==> config.mk <==
export PLATFORM = sky130hd
export DESIGN_NAME = enigma_rotor_stack
export DESIGN_NICKNAME = d
export VERILOG_FILES = /design/src/rtl/enigma_rotor_stack.sv
export SDC_FILE = /design/constraint.sdc
export NUM_CORES = 1
export LEC_CHECK = 0
export CAP_MARGIN = 10
export CORE_MARGIN = 5
export CORE_UTILIZATION = 55
export CTS_CLUSTER_SIZE = 20
export DETAILED_ROUTE_END_ITERATION = 6
export GPL_ROUTABILITY_DRIVEN = 0
export PLACE_DENSITY_LB_ADDON = 0.12
export SYNTH_ARGS = -nofsm -noshare
export SYNTH_HDL_FRONTEND = slang
export SYNTH_SLANG_ARGS = --single-unit
==> constraint.sdc <==
create_clock -name clk -period 18.3 [get_ports clk]
set_input_delay 3.66 -clock clk [delete_from_list [all_inputs] [get_ports clk]]
set_output_delay 3.66 -clock clk [all_outputs]
set_load 0.1 [all_outputs]
==> src/rtl/enigma_rotor_stack.sv <==
// ============================================================================
//  Module   : enigma_rotor_stack
//  Function : three-rotor Enigma stage (I-II-III) with stepping, double step,
//             external reflector round trip and valid/ready output handshake.
//  Revision : 1.0
// ============================================================================
`default_nettype none

module enigma_rotor_stack #(
  parameter logic [4:0] NOTCH_L = 5'd16,
  parameter logic [4:0] NOTCH_M = 5'd4,
  parameter logic [4:0] NOTCH_R = 5'd21
) (
  input  logic       clk,
  input  logic       rst,
  input  logic       load,
  input  logic [4:0] pos_l_in,
  input  logic [4:0] pos_m_in,
  input  logic [4:0] pos_r_in,
  input  logic [4:0] ring_l,
  input  logic [4:0] ring_m,
  input  logic [4:0] ring_r,
  input  logic       in_valid,
  output logic       in_ready,
  input  logic [4:0] in_code,
  output logic [4:0] refl_code,
  input  logic [4:0] refl_val,
  output logic       out_valid,
  input  logic       out_ready,
  output logic [4:0] out_code,
  output logic [4:0] pos_l,
  output logic [4:0] pos_m,
  output logic [4:0] pos_r
);

  localparam logic [3:0] S_IDLE  = 4'd0;
  localparam logic [3:0] S_STEP  = 4'd1;
  localparam logic [3:0] S_FWD_R = 4'd2;
  localparam logic [3:0] S_FWD_M = 4'd3;
  localparam logic [3:0] S_FWD_L = 4'd4;
  localparam logic [3:0] S_REFL  = 4'd5;
  localparam logic [3:0] S_REV_L = 4'd6;
  localparam logic [3:0] S_REV_M = 4'd7;
  localparam logic [3:0] S_REV_R = 4'd8;
  localparam logic [3:0] S_DONE  = 4'd9;

  // A notch outside 0..25 could never match; such a set disables turnover outright.
  localparam bit c_notch_ok = (NOTCH_L < 5'd26) && (NOTCH_M < 5'd26) && (NOTCH_R < 5'd26);

  // Rows: III fwd, II fwd, I fwd, I inv, II inv, III inv (pass order).
  localparam logic [4:0] c_wire [6][26] = '{
    '{5'd1, 5'd3, 5'd5, 5'd7, 5'd9, 5'd11, 5'd2, 5'd15, 5'd17, 5'd19, 5'd23, 5'd21, 5'd25,
      5'd13, 5'd24, 5'd4, 5'd8, 5'd22, 5'd6, 5'd0, 5'd10, 5'd12, 5'd20, 5'd18, 5'd16, 5'd14},
    '{5'd0, 5'd9, 5'd3, 5'd10, 5'd18, 5'd8, 5'd17, 5'd20, 5'd23, 5'd1, 5'd11, 5'd7, 5'd22,
      5'd19, 5'd12, 5'd2, 5'd16, 5'd6, 5'd25, 5'd13, 5'd24, 5'd15, 5'd21, 5'd14, 5'd5, 5'd4},
    '{5'd4, 5'd10, 5'd12, 5'd5, 5'd11, 5'd6, 5'd3, 5'd16, 5'd21, 5'd25, 5'd13, 5'd19, 5'd14,
      5'd22, 5'd24, 5'd7, 5'd23, 5'd20, 5'd18, 5'd15, 5'd0, 5'd8, 5'd1, 5'd17, 5'd2, 5'd9},
    '{5'd20, 5'd22, 5'd24, 5'd6, 5'd0, 5'd3, 5'd5, 5'd15, 5'd21, 5'd25, 5'd1, 5'd4, 5'd2,
      5'd10, 5'd12, 5'd19, 5'd7, 5'd23, 5'd18, 5'd11, 5'd17, 5'd8, 5'd13, 5'd16, 5'd14, 5'd9},
    '{5'd0, 5'd9, 5'd15, 5'd2, 5'd25, 5'd24, 5'd17, 5'd11, 5'd5, 5'd1, 5'd3, 5'd10, 5'd14,
      5'd19, 5'd23, 5'd21, 5'd16, 5'd6, 5'd4, 5'd13, 5'd7, 5'd22, 5'd12, 5'd8, 5'd20, 5'd18},
    '{5'd19, 5'd0, 5'd6, 5'd1, 5'd15, 5'd2, 5'd18, 5'd3, 5'd16, 5'd4, 5'd20, 5'd5, 5'd21,
      5'd13, 5'd25, 5'd7, 5'd24, 5'd8, 5'd23, 5'd9, 5'd22, 5'd11, 5'd17, 5'd10, 5'd14, 5'd12}
  };

  function automatic logic [4:0] add26(input logic [4:0] a, input logic [4:0] b);
    logic [5:0] t;
    t = {1'b0, a} + {1'b0, b};
    return (t >= 6'd26) ? 5'(t - 6'd26) : t[4:0];
  endfunction

  function automatic logic [4:0] sub26(input logic [4:0] a, input logic [4:0] b);
    logic [5:0] t;
    t = {1'b0, a} - {1'b0, b};
    return (a < b) ? 5'(t + 6'd26) : t[4:0];
  endfunction

  function automatic logic [4:0] inc26(input logic [4:0] a);
    return (a == 5'd25) ? 5'd0 : a + 5'd1;
  endfunction

  logic [3:0] state_q, state_d;
  logic [4:0] pos_l_q, pos_l_d, pos_m_q, pos_m_d, pos_r_q, pos_r_d;
  logic [4:0] data_q, data_d, out_code_q, out_code_d;
  logic       bad_q, bad_d, out_valid_q, out_valid_d;
  logic [2:0] w_sel;
  logic [4:0] w_pos, w_ring, w_shift, w_rot;
  logic       w_turn_m;

  always_comb begin
    w_sel  = 3'd0;
    w_pos  = pos_r_q;
    w_ring = ring_r;
    case (state_q)
      S_FWD_M: begin w_sel = 3'd1; w_pos = pos_m_q; w_ring = ring_m; end
      S_FWD_L: begin w_sel = 3'd2; w_pos = pos_l_q; w_ring = ring_l; end
      S_REV_L: begin w_sel = 3'd3; w_pos = pos_l_q; w_ring = ring_l; end
      S_REV_M: begin w_sel = 3'd4; w_pos = pos_m_q; w_ring = ring_m; end
      S_REV_R: begin w_sel = 3'd5; end
      default: ;
    endcase
    w_shift = sub26(w_pos, w_ring);
    w_rot   = sub26(c_wire[w_sel][add26(data_q, w_shift)], w_shift);
  end

  assign w_turn_m = c_notch_ok && (pos_m_q == NOTCH_M);

  always_comb begin
    state_d     = state_q;
    pos_l_d     = pos_l_q;
    pos_m_d     = pos_m_q;
    pos_r_d     = pos_r_q;
    data_d      = data_q;
    bad_d       = bad_q;
    out_valid_d = out_valid_q;
    out_code_d  = out_code_q;
    case (state_q)
      S_IDLE: begin
        if (load) begin
          pos_l_d = pos_l_in;
          pos_m_d = pos_m_in;
          pos_r_d = pos_r_in;
        end else if (in_valid) begin
          data_d  = in_code;
          bad_d   = (in_code > 5'd25);
          state_d = S_STEP;
        end
      end
      S_STEP: begin
        if (!bad_q) begin
          pos_r_d = inc26(pos_r_q);
          if (w_turn_m || (c_notch_ok && pos_r_q == NOTCH_R)) pos_m_d = inc26(pos_m_q);
          if (w_turn_m) pos_l_d = inc26(pos_l_q);
        end
        state_d = S_FWD_R;
      end
      S_FWD_R, S_FWD_M, S_FWD_L, S_REV_L, S_REV_M, S_REV_R: begin
        if (!bad_q) data_d = w_rot;
        state_d = state_q + 4'd1;
      end
      S_REFL: begin
        if (!bad_q) data_d = refl_val;
        state_d = S_REV_L;
      end
      S_DONE: begin
        // First DONE cycle publishes the result; later cycles wait for the consumer.
        if (!out_valid_q) begin
          out_valid_d = 1'b1;
          out_code_d  = data_q;
        end else if (out_ready) begin
          out_valid_d = 1'b0;
          state_d     = S_IDLE;
        end
      end
      default: state_d = S_IDLE;
    endcase
  end

  always_ff @(posedge clk) begin
    if (rst) begin
      state_q     <= S_IDLE;
      pos_l_q     <= 5'd0;
      pos_m_q     <= 5'd0;
      pos_r_q     <= 5'd0;
      data_q      <= 5'd0;
      bad_q       <= 1'b0;
      out_valid_q <= 1'b0;
      out_code_q  <= 5'd0;
    end else begin
      state_q     <= state_d;
      pos_l_q     <= pos_l_d;
      pos_m_q     <= pos_m_d;
      pos_r_q     <= pos_r_d;
      data_q      <= data_d;
      bad_q       <= bad_d;
      out_valid_q <= out_valid_d;
      out_code_q  <= out_code_d;
    end
  end

  assign in_ready  = (state_q == S_IDLE) & ~load;
  assign refl_code = (state_q == S_REFL && !bad_q) ? data_q : 5'd0;
  assign out_valid = out_valid_q;
  assign out_code  = out_code_q;
  assign pos_l     = pos_l_q;
  assign pos_m     = pos_m_q;
  assign pos_r     = pos_r_q;

endmodule

`default_nettype wire

==> impl_metrics.py <==
metrics = {
    "detailed_routing": {
        "antenna_left": 0,
        "vias": 4731,
        "wire_per_inst_um": 17.5,
        "routed_wirelength_um": 12900,
        "via_per_inst": 6.44,
        "first_pass_iters": 6,
        "drc_errors": 0,
        "drt_iter0_markers": 478,
    },
    "yosys": {
        "yosysSeqAreaShare": 0.148,
        "syn_area_per_cell_um2": 7.13,
        "yosysWarnings": 0,
        "ys.flop_type": "dfxtp_1",
        "synth-edff-count": 0,
        "synthArstFlopShare": 0,
        "yosysMostFrequentCell": "nor2_1",
        "synthTopCellsByCount": "nor2_1, nand2_1, a21oi_1",
        "netlist_instances": 590,
        "netlist_area_um2": 4200,
        "synth_seq_cells": 31,
        "syn-num-nets": 676,
        "yosysUniqueCellTypes": 71,
        "ys_top_cells_by_area": "dfxtp_1, ha_1, nor2_1, a21oi_1, a211oi_1",
        "yosysTopAreaCellShare": 0.148,
        "yosysTopAreaCell": "dfxtp_1",
    },
    "setup_path": {
        "slowest_stage": "fa_1",
        "crit_type": "primary input to register",
        "cp_slowest_stage_delay_ns": 0.78,
        "cp-start-kind": "primary input",
        "cp-startpoint": "ring_l[1]",
        "cp.arrival_ns": 10.79,
        "cp_common_cell": "a21o_1",
        "path_buf_inv": 2,
        "rr_worst_depth": 32,
        "rr_startpoint": "state_q[0]",
        "end_kind": "register",
        "required_ns": 18.43,
        "crit_fanout": 21,
        "critical_path_depth": 28,
        "crit_family": "compound AO/OA/AOI/OAI gates",
    },
    "clock_network": {
        "ctsLongestPathBuffers": 2,
        "post_cts_buffers": 0,
        "cts.htree.levels": 2,
        "numCtsBuffers": 5,
        "root_buffer": "clkbuf_8",
        "cts_tree": "done",
        "clock_latency_ns": 0.29,
        "cts.sink_count": 31,
        "ctsHoldBuffers": 0,
        "cts_resized": 0,
        "clkSlewWorstSetupHoldPaths_ns": 0.08,
    },
    "sta": {
        "worst-slew-pin-transition_ns": 1.21,
        "tns_ns": 0,
        "slew_violations": 0,
        "hold_violations": 0,
        "max_freq_ghz": 0.0938,
        "fin_crit_sh": 0.582,
        "period_minus_slack_ns": 10.66,
        "slew_headroom": 0.194,
        "grt_setup_unrepaired": "no",
        "fin_worst_skew_ns": 0.00931,
        "finalSetupViolCount": 0,
    },
    "min_path": {
        "holdCritStartpoint": "out_code[3]",
        "hp-class": "register to register",
        "hold_depth": 2,
    },
    "floorplanning": {
        "die_area_um2": 9490,
        "die_w_um": 97.4,
        "io_pins": 72,
        "coreArea_um2": 7330,
        "die_y_um": 97.4,
        "rows": 31,
        "start_util": 0.573,
    },
    "layout": {
        "drive_gt1_frac": 0.0440,
        "synthToLayoutAreaGrowth_pct": 19.6,
        "fillers": 633,
        "antenna_cells": 0,
        "seq_area_um2": 621,
        "multiInputGateArea_um2": 3330,
        "finalNetCount": 721,
    },
    "status": {
        "status": "complete, no violations",
    },
    "grt": {
        "gr-usage-met1": 0.345,
        "grtUsageTotal": 0.261,
        "top_usage_layer": "met2",
        "grt_pass1_wl_um": 21200,
        "met3_usage": 0.0445,
        "overflow": 0,
        "grt_pass1_vias": 4521,
        "antenna_found_initial": 0,
        "use_met2": 0.434,
        "grt_max_degree": 50,
    },
    "placement": {
        "dpl.hpwl_um": 9610,
        "port_buffers": 71,
    },
    "job": {
        "maxCapViolCount": 0,
    },
}
## worst reg2reg max path: cells and delay by family (launching register included)
kind	cells	cell delay, ns
AO/OA/AOI/OAI	14	3.23
XOR/XNOR	2	0.34
buffers and inverters	3	0.67
AND/OR/NAND/NOR	8	2.11
multiplexers	1	0.33
flip-flops	1	0.40
adder cells (fa/ha/maj)	4	1.71
## final cells by class
class | count | area share
flip-flops and latches | 31 | 0.123
inverters | 27 | 0.0202
well taps | 99 | 0.0246
repair buffers | 75 | 0.147
clock inverters | 3 | 0.00871
multi-input cells | 495 | 0.662
clock buffers | 5 | 0.0137
## kinds of logic after synthesis
family,Yosys count,share of synthesized area
DFF,31,0.148
adders and majority gates,41,0.127
and+or+nand+nor,201,0.212
xor gates and xnor gates,27,0.0625
muxes,19,0.0539
buffers and inverters,64,0.0610
AOI/OAI and AO/OA,207,0.336
## sequential cells by signal, indices dropped and copies added, names as in the netlist
name / cells
out_valid: 1
data_q: 5
out_code: 5
pos_l: 5
pos_m: 5
bad_q: 1
pos_r: 5
state_q: 4
## through the flow
step                      area [um^2]   util  cells  hold WS [ns]  worst slack [ns]
final                            5030  0.686    735         0.477              7.64
after global routing             5030  0.686    735         0.516              7.18
after CTS                        5030  0.686    735         0.480              7.71
after detailed placement         4910  0.670    727         0.473              7.43
after global placement           4910  0.670    727         0.462              7.71
after floorplan                  4200      -    590         0.455              8.70
## routing by layer
metal / up-vias / wire, um
li1: 2241 / -
met1: 2200 / 5470
met2: 257 / 5990
met3: 33 / 1070
met4: 0 / 335
met5: - / 0
## worst paths after layout
check | endpoint | slack [ns]
setup / recovery | data_q[3] | 7.64
hold / removal | out_code[3] | 0.48
setup reg to reg | data_q[3] | 9.34
hold reg to reg | out_code[3] | 0.48
## placed cells by master (no fill, tap or decap), types with 6 or more instances in the layout
cell	n
a21oi_1	49
nor2_1	87
a22oi_1	16
o21a_1	7
ha_1	38
a21o_1	9
and3_1	6
nand3_1	17
a211oi_1	32
xnor2_1	11
nor3_1	12
clkdlybuf4s50_1	71
dfxtp_1	31
xor2_1	14
nand2_1	52
o211ai_1	10
o21ai_0	35
inv_1	26
mux2i_1	11
Power is not shown: default switching activity piles up to over one toggle a cycle in this logic, so the estimate is an artifact.
